File: src/rtl/nes_pad_poller.sv
`timescale 1ns/1ps
`default_nettype none
// ============================================================================
// Module      : nes_pad_poller
// Description : Autonomous poller for two NES controller ports. Drives the
//               shared latch / clock strobes of the pads' 4021 shift
//               registers, samples both serial data lines in parallel and
//               publishes active-high button bytes plus presence flags once
//               per frame (or on demand).
// Revision    : 1.0 - initial release
// ============================================================================
module nes_pad_poller #(
    parameter int unsigned PULSE_CYC = 300,     // cycles per strobe phase
    parameter int unsigned POLL_CYC  = 833333   // cycles between poll starts
) (
    input  logic       CLOCK_50,
    input  logic       reset,
    input  logic       poll_now,
    output logic       pad_latch,
    output logic       pad_clk,
    input  logic       pad_data0,
    input  logic       pad_data1,
    output logic [7:0] buttons0,
    output logic [7:0] buttons1,
    output logic       present0,
    output logic       present1,
    output logic       valid,
    output logic       busy
);

    // ------------------------------------------------------------------------
    // Constants
    // ------------------------------------------------------------------------
    localparam int unsigned c_PW = (PULSE_CYC > 1) ? $clog2(PULSE_CYC) : 1;
    localparam int unsigned c_TW = (POLL_CYC  > 1) ? $clog2(POLL_CYC)  : 1;

    localparam logic [c_PW-1:0] c_PHASE_LAST = c_PW'(PULSE_CYC - 1);
    localparam logic [c_TW-1:0] c_TIMER_LAST = c_TW'(POLL_CYC - 1);
    // Bit 8 is the presence probe shifted in from the grounded serial input.
    localparam logic [3:0]      c_LAST_BIT   = 4'd8;

    localparam logic [2:0] c_IDLE   = 3'd0;
    localparam logic [2:0] c_LATCH  = 3'd1;
    localparam logic [2:0] c_GAP    = 3'd2;
    localparam logic [2:0] c_CLK_LO = 3'd3;
    localparam logic [2:0] c_CLK_HI = 3'd4;
    localparam logic [2:0] c_DONE   = 3'd5;

    // ------------------------------------------------------------------------
    // Declarations
    // ------------------------------------------------------------------------
    logic [1:0]      r_sync0;
    logic [1:0]      r_sync1;
    logic            w_data0;
    logic            w_data1;

    logic [c_TW-1:0] r_timer;
    logic            w_expiry;
    logic            r_pending;
    logic            w_start;

    logic [2:0]      r_state;
    logic [2:0]      w_state_nxt;
    logic [c_PW-1:0] r_phase;
    logic [c_PW-1:0] w_phase_nxt;
    logic [3:0]      r_bit;
    logic [3:0]      w_bit_nxt;
    logic            w_phase_end;
    logic            w_sample;
    logic            w_commit;

    logic            w_latch_nxt;
    logic            w_clk_nxt;
    logic            w_busy_nxt;
    logic            w_valid_nxt;

    logic [7:0]      r_raw0;
    logic [7:0]      r_raw1;

    // ------------------------------------------------------------------------
    // Input synchronizers (pad data is asynchronous; idle/pulled-up level = 1)
    // ------------------------------------------------------------------------

    // Two-flop synchronizers for both serial data lines.
    always_ff @(posedge CLOCK_50 or posedge reset) begin
        if (reset) begin
            r_sync0 <= 2'b11;
            r_sync1 <= 2'b11;
        end else begin
            r_sync0 <= {r_sync0[0], pad_data0};
            r_sync1 <= {r_sync1[0], pad_data1};
        end
    end

    assign w_data0 = r_sync0[1];
    assign w_data1 = r_sync1[1];

    // ------------------------------------------------------------------------
    // Poll timer and request handling
    // ------------------------------------------------------------------------
    assign w_expiry = (r_timer == c_TIMER_LAST);
    assign w_start  = (r_state == c_IDLE) && (w_expiry || poll_now || r_pending);

    // Free-running frame timer; an immediate request in IDLE re-phases it so
    // the next periodic poll lands one full period after this one.
    always_ff @(posedge CLOCK_50 or posedge reset) begin
        if (reset) begin
            // Loaded with the terminal count so the first poll starts on the
            // first edge after reset is released.
            r_timer <= c_TIMER_LAST;
        end else if (w_expiry || ((r_state == c_IDLE) && poll_now)) begin
            r_timer <= '0;
        end else begin
            r_timer <= r_timer + 1'b1;
        end
    end

    // Remember any request that arrives while a poll is running; however
    // many arrive, they collapse into a single follow-up poll.
    always_ff @(posedge CLOCK_50 or posedge reset) begin
        if (reset) begin
            r_pending <= 1'b0;
        end else if (r_state == c_IDLE) begin
            if (w_start) begin
                r_pending <= 1'b0;
            end
        end else if (poll_now || w_expiry) begin
            r_pending <= 1'b1;
        end
    end

    // ------------------------------------------------------------------------
    // Strobe sequencer
    // ------------------------------------------------------------------------
    assign w_phase_end = (r_phase == c_PHASE_LAST);

    // Sample points: last GAP cycle (bit 0) and last CLK_HI cycle (bits 1..8).
    assign w_sample = w_phase_end && ((r_state == c_GAP) || (r_state == c_CLK_HI));
    // The final sample is the presence probe; results are committed with it.
    assign w_commit = w_phase_end && (r_state == c_CLK_HI) && (r_bit == c_LAST_BIT);

    // State, phase counter and bit index registers.
    always_ff @(posedge CLOCK_50 or posedge reset) begin
        if (reset) begin
            r_state <= c_IDLE;
            r_phase <= '0;
            r_bit   <= '0;
        end else begin
            r_state <= w_state_nxt;
            r_phase <= w_phase_nxt;
            r_bit   <= w_bit_nxt;
        end
    end

    // Next-state logic: every timed state lasts PULSE_CYC cycles.
    always_comb begin
        w_state_nxt = r_state;
        w_bit_nxt   = r_bit;
        case (r_state)
            c_IDLE: begin
                w_bit_nxt = '0;
                if (w_start) begin
                    w_state_nxt = c_LATCH;
                end
            end
            c_LATCH: begin
                if (w_phase_end) begin
                    w_state_nxt = c_GAP;
                end
            end
            c_GAP: begin
                if (w_phase_end) begin
                    w_state_nxt = c_CLK_LO;
                    w_bit_nxt   = r_bit + 4'd1;
                end
            end
            c_CLK_LO: begin
                if (w_phase_end) begin
                    w_state_nxt = c_CLK_HI;
                end
            end
            c_CLK_HI: begin
                if (w_phase_end) begin
                    if (r_bit == c_LAST_BIT) begin
                        w_state_nxt = c_DONE;
                    end else begin
                        w_state_nxt = c_CLK_LO;
                        w_bit_nxt   = r_bit + 4'd1;
                    end
                end
            end
            c_DONE: begin
                w_state_nxt = c_IDLE;
            end
            default: begin
                w_state_nxt = c_IDLE;
            end
        endcase

        // Phase restarts at every state change and rests at zero when idle.
        if ((w_state_nxt != r_state) || (r_state == c_IDLE) || (r_state == c_DONE)) begin
            w_phase_nxt = '0;
        end else begin
            w_phase_nxt = r_phase + 1'b1;
        end
    end

    // Output decode from the upcoming state, so the strobes change on the
    // same edge as the state and leave the block straight from flops.
    always_comb begin
        w_latch_nxt = (w_state_nxt == c_LATCH);
        w_clk_nxt   = (w_state_nxt != c_CLK_LO);
        w_busy_nxt  = (w_state_nxt == c_LATCH)  || (w_state_nxt == c_GAP) ||
                      (w_state_nxt == c_CLK_LO) || (w_state_nxt == c_CLK_HI);
        w_valid_nxt = (w_state_nxt == c_DONE);
    end

    // Registered strobe and status outputs.
    always_ff @(posedge CLOCK_50 or posedge reset) begin
        if (reset) begin
            pad_latch <= 1'b0;
            pad_clk   <= 1'b1;
            busy      <= 1'b0;
            valid     <= 1'b0;
        end else begin
            pad_latch <= w_latch_nxt;
            pad_clk   <= w_clk_nxt;
            busy      <= w_busy_nxt;
            valid     <= w_valid_nxt;
        end
    end

    // ------------------------------------------------------------------------
    // Data capture
    // ------------------------------------------------------------------------

    // Shift in bits 0..7 LSB-first; on the presence sample publish both pads
    // atomically (data is active-low, outputs are active-high).
    always_ff @(posedge CLOCK_50 or posedge reset) begin
        if (reset) begin
            r_raw0   <= '1;
            r_raw1   <= '1;
            buttons0 <= 8'h00;
            buttons1 <= 8'h00;
            present0 <= 1'b0;
            present1 <= 1'b0;
        end else if (w_commit) begin
            buttons0 <= ~r_raw0;
            buttons1 <= ~r_raw1;
            present0 <= ~w_data0;
            present1 <= ~w_data1;
        end else if (w_sample) begin
            r_raw0 <= {w_data0, r_raw0[7:1]};
            r_raw1 <= {w_data1, r_raw1[7:1]};
        end
    end

endmodule
`default_nettype wire

File: config.mk
export PLATFORM = sky130hd
export DESIGN_NAME = nes_pad_poller
export DESIGN_NICKNAME = d
export VERILOG_FILES = /design/src/rtl/nes_pad_poller.sv
export SDC_FILE = /design/constraint.sdc
export NUM_CORES = 1
export LEC_CHECK = 0
export ABC_AREA = 0
export CAP_MARGIN = 30
export CORE_UTILIZATION = 52
export CTS_CLUSTER_DIAMETER = 60
export DETAILED_ROUTE_END_ITERATION = 12
export PLACE_DENSITY = 0.87
export SLEW_MARGIN = 20
export SYNTH_ARGS = -nofsm -noshare
export SYNTH_HDL_FRONTEND = slang
export SYNTH_SLANG_ARGS = --single-unit
export TNS_END_PERCENT = 10
File: constraint.sdc
create_clock -name CLOCK_50 -period 2.35 [get_ports CLOCK_50]
set_clock_uncertainty 0.05 [all_clocks]
set_input_delay 0.47 -clock CLOCK_50 [delete_from_list [all_inputs] [get_ports CLOCK_50]]
set_output_delay 0.47 -clock CLOCK_50 [all_outputs]
set_load 0.1 [all_outputs]
== Word-level counts from Yosys, hierarchy flattened ==
Index checks and enable logic that the tools add are counted.
Storage, ports and cells
  bits in registers: 79
  latch bits: 0
  RAM bits: 0
  memory bits (read-only): 0
  bits of input ports: 5
  memories kept: 0
Operators by class
  $add $sub $neg: 3
  $mul: 0
  divide/modulo/power cells: 0
  magnitude comparators: 0
  equal/unequal tests: 19
  shift-type cells: 0
  muxes and demuxes: 16
  bitwise logic cells: 5
  reduce and logical (&&, ||, !) cells: 20
Operators by type and width (count)
  $add 20x1->20 const B: 1
  $eq 20x20->1 const B: 1
  $mux 20: 1
  $mux 3: 6
  $not 8->8: 2
  $pmux 3 s5: 1
  $eq 3x2->1 const B: 4
  $eq 3x3->1 const B: 4
  $mux 4: 3
  $pmux 4 s3: 1
  $add 9x1->9 const B: 1
  $eq 9x9->1 const B: 1
  $logic_or 1x1->1: 9
  $mux 9: 1
  $ne 2x2->1 const B: 4
  $eq 3x1->1 const B: 2
  $logic_and 1x1->1: 5
  $add 4x1->4 const B: 1
  $eq 4x4->1 const B: 1
  $reduce_and 2->1: 2
  $reduce_and 4->1: 1
  $logic_not 3->1: 1
  $mux 1: 3
  $ne 3x2->1 const B: 1
  4 further kinds: 6

== Logic depth before layout (Yosys ltp) ==
Gate-level depths: netlist of run 1.
  depth in word-level cells: 10
  mapped depth: 8

== Least setup slack after synthesis of run 1 ==
No wires, ideal clock.
  kind: register -> register
  start point: reg r_phase[2]
  end point: reg r_raw0[0]
  arrival time: 2.171 ns
  data required time: 2.218 ns
  setup slack: 0.046 ns
  stages on the path, launching flop included: 8
  buffers on the path: 3
  period minus slack after synthesis: 2.304 ns
  path through: dfrtp_1 > or4b_4 > or3_1 > buf_2 > or2_1 > buf_6 > buf_12 > mux2_4
Between the ends
  word-level cells in the longest chain between the ends: 5
  elaborated cells between the ends (all ways): 6
RTL lines
  start, declared: line 64  | logic [c_PW-1:0] r_phase;
  start signal, assigned: line 150  | r_phase <= w_phase_nxt;
  $eq 9x9->1 (*): line 135  | assign w_phase_end = (r_phase == c_PHASE_LAST);
  $logic_and 1x1->1 (2 in a row): line 140  | assign w_commit = w_phase_end && (r_state == c_CLK_HI) && (r_bit == c_LAST_BIT);
  $not 1->1 (no line)
  $reduce_and 2->1 (no line) (*)
  end signal, assigned: line 253  | r_raw0 <= {w_data0, r_raw0[7:1]};
  end, declared: line 77  | logic [7:0] r_raw0;
Every way passes the cells marked *; elsewhere a longest branch is shown, timed or not.
A chain may end at the register's enable or synchronous reset.

== Worst setup path in the final report of run 1 ==
  start point: reg r_phase[2]
  end point: reg r_raw1[0]
Between the ends
  word-level cells in the longest chain between the ends: 5
  elaborated cells between the ends (all ways): 6
RTL lines
  $eq 9x9->1 (*): line 135
  $logic_and 1x1->1 (2 in a row): line 140
  $not 1->1 (no line)
  $reduce_and 2->1 (no line) (*)
  end signal, assigned: line 254  | r_raw1 <= {w_data1, r_raw1[7:1]};
  end, declared: line 78  | logic [7:0] r_raw1;
Marked as above.

==> flow_metrics.py, run 1 <==
metrics = {
    "run_status": {
        "status": "complete, but fails checks",
        "violations": "design-rule violations",
    },
    "placed_design": {
        "place_hpwl_um": 4200,
        "post_dp_cell_area_um2": 3850,
        "dp_cells": 419,
        "place_congestion": 0.875,
        "io_buffers": 26,
    },
    "floorplan": {
        "io_pins": 27,
        "die_h_um": 84.5,
        "die-area_um2": 7140,
        "die_x_um": 84.5,
        "initial_core_util_pct": 54.8,
        "rows": 29,
        "core_um2": 6460,
    },
    "detailed_routing": {
        "postRouteAntennaNets": 0,
        "dr.pass1.iters": 8,
        "postRouteWirelength_um": 6210,
        "route.vias.total": 2454,
        "drc": 3,
        "vias_per_cell": 5.64,
        "initialDrtViolationCount": 150,
        "wl_per_cell_um": 14.3,
    },
    "synthesis": {
        "synth-simple-area-share_pct": 18.2,
        "synth-xor-area-share_pct": 5.20,
        "syn_area_um2": 3540,
        "synthFlopType": "dfrtp_1",
        "synthesis.nets": 330,
        "synth-compound-area-share_pct": 7.18,
        "ys_ff_latch": 79,
        "yosysWarnings": 0,
        "yosysTopAreaCellShare_pct": 33.2,
        "synth_cell_type_count": 49,
        "yosys-top-cells-area": "dfrtp_1 33%, dfstp_2 24%, mux2_4 3.8%, nor2_1 3.5%, o21ai_0 3.4%",
        "synth_most_common_cell": "dfrtp_1",
        "syn_avg_cell_area_um2": 11.1,
        "ys_seq_area_share_pct": 57.0,
        "synthAdderAreaFrac_pct": 1.77,
        "synth_top_family_by_area": "simple AND/OR/NAND/NOR gates",
        "ys_top_cells_by_count": "47 x dfrtp_1, 33 x nor2_1, 32 x dfstp_2",
        "synth_edf_count": 0,
        "synth_mux_area_share_pct": 7.18,
        "synthArstFlopShare_pct": 100,
        "synth_cells": 320,
        "yosys.area.top_type": "dfrtp_1",
    },
    "setup_path": {
        "rrSetupSlack_ps": 90,
        "critical_path.max_stage_delay_ps": 570,
        "worstRegToRegCells": 5,
        "cp-start-kind": "flop",
        "crit_fanout": 17,
        "cp_slowest_cell": "or4b_4",
        "crit_required_ps": 2580,
        "cp.arrival_ps": 2490,
        "r2r_start": "r_phase[2]",
        "setup.worst_path.start": "r_phase[2]",
        "crit_end": "r_raw1[0]",
        "end_kind": "flop",
        "r2r-end": "r_raw1[0]",
        "worstSetupPathType": "reg -> reg",
        "path_cells": "or4b_4 > or3_4 > or2_1 > buf_6 > mux2_4",
    },
    "hold_path": {
        "worstHoldPathType": "reg -> reg",
        "whs_path_depth": 0,
    },
    "clocking": {
        "cts_hold_buf": 0,
        "clockRootBuffer": "clkbuf_8",
        "cts_sinks": 79,
        "clock_path_buffers": 2,
        "clk_latency_ps": 350,
        "clkTransAtPathRegs_ps": 80,
        "cts_tree": "yes",
        "numCtsBuffers": 9,
        "htreeDepth": 3,
    },
    "timing": {
        "rsz0062_at_grt": "no",
        "layout_min_cycle_time_ps": 2260,
        "max_freq_mhz": 442,
        "drv_slew": 0,
        "tightest_slew_ps": 396,
        "finalSetupViolCount": 0,
        "fin_hold_ws_ps": 308,
        "hold_viol": 0,
        "timing.slew.headroom_pct": 73.6,
        "fin_crit_sh_pct": 96.2,
    },
    "finish": {
        "fillers": 477,
        "final_cells": 435,
        "stdcell_area_um2": 4080,
        "antennaDiodeCount": 0,
        "area_delta_synth_final_pct": 15.2,
        "fin_nets": 363,
        "finalCoreUtilization_pct": 63.2,
        "final_layout_size_suffix_gt1_share_pct": 28.2,
    },
    "global_routing": {
        "grt_pass1_wl_um": 10900,
        "grt_use_total_pct": 19.6,
        "antenna_found_initial": 0,
        "grt-ovfl-total": 0,
        "grt_pass1_vias": 2334,
        "grt_max_degree": 80,
    },
    "power_and_ir_drop": {
        "power_per_cell_area_nw_per_um2": 692,
        "peakVddDrop_mv": 0.332,
        "leakage_nw": 1.76,
    },
    "flow_run": {
        "max-cap-violations": 0,
    },
}
## final cells by class
cell class	count	area, um^2	area share (%)
clock buffers	10	128	3.13
well taps	77	96.3	2.36
flip-flops and latches	79	2020	49.4
repair buffers	35	289	7.09
inverters	13	52.6	1.29
clock inverters	6	92.6	2.27
multi-input cells	215	1400	34.4
## repair_timing
item	4_1_cts	5_1_grt
cloned	0	0
gates resized for setup	1	1
endpoints found under the setup margin	6	4
buffers inserted	0	0
## metrics by stage
stage,setup TNS (ps),power (mW),setup slack (ps)
floorplan,0,1.68,46.5
global placement,0,1.73,76.1
detailed placement,-0.155,1.74,-0.155
CTS,0,2.85,55.3
global route,0,2.94,35.0
finish,0,2.82,88.9
## placed cells by master (no fill, tap or decap), types with 4 or more instances in the layout
cell type,count
dfrtp_1,47
nor2_1,33
dfstp_2,32
nand2_1,29
buf_4,29
o21ai_0,24
nand3_1,16
xnor2_1,13
inv_1,12
mux2_4,9
clkbuf_8,9
nor4_1,8
xor2_1,8
a21oi_1,7
nand4_1,7
mux2_2,7
and3_1,5
ha_1,5
mux2i_1,4
clkdlybuf4s50_1,4
## worst min-delay path by stage
stage	to	startpoint	slack, ps
floorplan	r_sync0[1]	r_sync0[0]	300
global placement	r_sync0[1]	r_sync0[0]	300
detailed placement	r_sync1[1]	r_sync1[0]	300
CTS	r_sync1[1]	r_sync1[0]	310
global route	r_sync1[1]	r_sync1[0]	310
finish	r_sync1[1]	r_sync1[0]	310
## layer usage
layer	GRT usage [%]	share of wire, %	up-vias
met3	4.33	4.0	11
met4	10.6	1.8	0
li1	-	-	1181
met5	0	0	-
met2	30.9	48	70
met1	25.4	46	1192
## critical path, delay by kind of cell (launching register included)
family,cells,cell delay (ps)
buf+inv,1,190
flops,1,430
mux,1,320
simple gates,3,1210
## sequential cells by signal, summed over array words and instances (netlist names), 3 cells and up
| register | flops |
|---|---|
| buttons0 | 8 |
| r_timer | 20 |
| r_raw1 | 8 |
| buttons1 | 8 |
| r_raw0 | 8 |
| r_bit | 4 |
| r_state | 3 |
| r_phase | 9 |
## power by group
group	total (mW)	switching, mW	internal, mW
registers	1.52	0.0802	1.44
clock network	1.10	0.492	0.604
logic	0.203	0.116	0.0875
total	2.82	0.688	2.14
## cell families (layout without fill, tap and decap cells)
group	Yosys count	count (layout)
AOI/OAI and AO/OA	44	44
xor gates and xnor gates	21	21
adders and majority gates	5	5
buffers and inverters	26	64
DFF	79	79
muxes	20	20
and+or+nand+nor	125	125
Power figures use the tool's default switching activity.
==> run 2: changes to the inputs <==
--- a/config.mk
+++ b/config.mk
@@ -6,11 +6,13 @@
 export NUM_CORES = 1
 export LEC_CHECK = 0
 export ABC_AREA = 0
+export ABC_CLOCK_PERIOD_IN_PS = 2350
 export CAP_MARGIN = 30
-export CORE_UTILIZATION = 52
+export CORE_UTILIZATION = 55
 export CTS_CLUSTER_DIAMETER = 60
 export DETAILED_ROUTE_END_ITERATION = 12
-export PLACE_DENSITY = 0.87
+export DONT_BUFFER_PORTS = 1
+export PLACE_DENSITY = 0.85
 export SLEW_MARGIN = 20
 export SYNTH_ARGS = -nofsm -noshare
 export SYNTH_HDL_FRONTEND = slang
==> run 2 against run 1 <==
  * Critical path type unchanged
  * Final area down 1.4%
  * Critical path depth is the same
  * Power shrank 1.7%
  * The run now ends clean
  * Critical endpoint unchanged
  * First-iteration DRC count grew 37%
  * Setup slack improved by 2.3 ps
==> flow_metrics.py, run 2 (synthesis results as in run 1) <==
metrics = {
    "clocking": {
        "cts_hold_buf": 0,
        "cts_sinks": 79,
        "htreeDepth": 3,
        "clkTransAtPathRegs_ps": 100,
        "clock_path_buffers": 2,
        "clockRootBuffer": "clkbuf_8",
        "cts_tree": "yes",
        "numCtsBuffers": 9,
        "clk_latency_ps": 360,
    },
    "placed_design": {
        "post_dp_cell_area_um2": 3810,
        "preCtsSetupSlack_ps": 41.8,
        "place_congestion": 0.838,
        "io_buffers": 0,
        "place_hpwl_um": 4320,
    },
    "global_routing": {
        "grt_pass1_wl_um": 10900,
        "grt-ovfl-total": 0,
        "antenna_found_initial": 0,
        "grt_max_degree": 38,
        "grt_use_total_pct": 22.1,
        "grt_pass1_vias": 2372,
    },
    "finish": {
        "stdcell_area_um2": 4020,
        "final_cell_mix": "47 x dfrtp_1, 33 x nor2_1, 32 x dfstp_2",
        "top_register": "r_timer",
        "largest_reg_flops": 20,
        "final_layout_size_suffix_gt1_share_pct": 28.8,
        "final_common_cell": "dfrtp_1",
        "area_delta_synth_final_pct": 13.6,
        "reg_top3": "r_timer x20, r_phase x9",
        "antennaDiodeCount": 0,
        "fin_nets": 359,
    },
    "setup_path": {
        "worstSetupPathType": "reg -> reg",
        "end_kind": "flop",
        "cp_slowest_cell": "or4b_4",
        "critical_path.max_stage_delay_ps": 580,
        "worstRegToRegCells": 5,
        "path_buf_inv": 1,
        "cp-start-kind": "flop",
        "cp.depth": 5,
        "crit_fanout": 17,
        "critPathTopFamily": "simple AND/OR/NAND/NOR gates",
        "cp.arrival_ps": 2500,
        "crit_required_ps": 2590,
        "path_cells": "or4b_4 > or3_4 > or2_1 > buf_4 > mux2_4",
    },
    "floorplan": {
        "io_pins": 27,
        "die-area_um2": 6760,
        "core_um2": 6060,
        "die_x_um": 82.2,
        "die_h_um": 82.2,
        "rows": 28,
        "initial_core_util_pct": 58.4,
    },
    "detailed_routing": {
        "wl_met2_um": 3210,
        "route.vias.total": 2473,
        "routed.top_layer": "met4",
        "routed-wl-met3_um": 324,
        "dr.pass1.iters": 4,
        "drc": 0,
        "wl_per_cell_um": 15.4,
        "postRouteWirelength_um": 6610,
        "postRouteAntennaNets": 0,
        "initialDrtViolationCount": 205,
        "vias_per_cell": 5.76,
        "met1_length_um": 2950,
    },
    "run_status": {
        "status": "completed",
    },
    "timing": {
        "timing.slew.headroom_pct": 49.9,
        "drv_slew": 0,
        "layout_min_cycle_time_ps": 2260,
        "setup_slack_ps": 91.2,
        "hold_viol": 0,
        "finalSetupViolCount": 0,
        "max_freq_mhz": 443,
        "fin_crit_sh_pct": 96.1,
        "tightest_slew_ps": 749,
    },
    "power_and_ir_drop": {
        "power_per_cell_area_nw_per_um2": 690,
        "leakage_nw": 1.74,
        "peakVddDrop_mv": 0.418,
    },
    "flow_run": {
        "max-cap-violations": 0,
    },
    "hold_path": {
        "worstHoldPathType": "in -> async",
    },
}
run 2: cell count changes in the layout (fill, tap and decap cells not counted), sizes merged:
cell / delta
clkdlybuf4s50: -4
clkbuf: -1
clkinvlp: -1
bufinv: -1
inv: +3
run 2: worst paths after layout:
path / to / slack [ps] / from
max: r_raw1[0] / 90 / r_phase[2]
min reg2reg: r_sync1[1] / 310 / r_sync1[0]
min: buttons1[6] / 50 / reset
max in group asynchronous: r_sync0[1] / 1530 / reset
max reg2reg: r_raw1[0] / 90 / r_phase[2]
min in group CLOCK_50: r_sync0[0] / 60 / pad_data0
run 2: layer usage:
| metal | up-vias | GRT usage, % |
|---|---|---|
| li1 | 1178 | - |
| met1 | 1207 | 28.5 |
| met2 | 76 | 35.6 |
| met3 | 12 | 4.95 |
| met4 | 0 | 9.47 |
| met5 | - | 0 |
run 2: metrics by stage:
stage	instances	hold slack, ps	power (mW)	utilization, %	setup TNS, ps
after floorplan	320	295	1.68	-	0
after global placement	413	296	1.72	62.8	0
after detailed placement	413	299	1.73	62.8	0
after CTS	429	39.5	2.80	66.3	0
after global routing	429	36.3	2.90	66.4	-24.7
final	429	48.1	2.78	66.4	0
run 2: what timing repair did:
| item | 4_1_cts | 5_1_grt |
|---|---|---|
| resized for setup | 0 | 1 |
| setup endpoints to repair | 0 | 16 |
| setup buffers | 0 | 0 |
run 2: cell type report:
| cell class | instances | area, um^2 |
|---|---|---|
| clock inverters | 7 | 86.3 |
| flip-flops and latches | 79 | 2020 |
| repair buffers | 31 | 245 |
| fillers | 440 | 2040 |
| clock buffers | 9 | 124 |
| inverters | 13 | 52.6 |
| well taps | 75 | 93.8 |
| multi-input cells | 215 | 1400 |
run 2: power breakdown:
part           switching, mW  total, mW  internal [mW]
Clock                  0.547       1.06          0.514
Combinational          0.108      0.190         0.0816
Sequential            0.0796       1.52           1.44
Total                  0.735       2.78           2.04
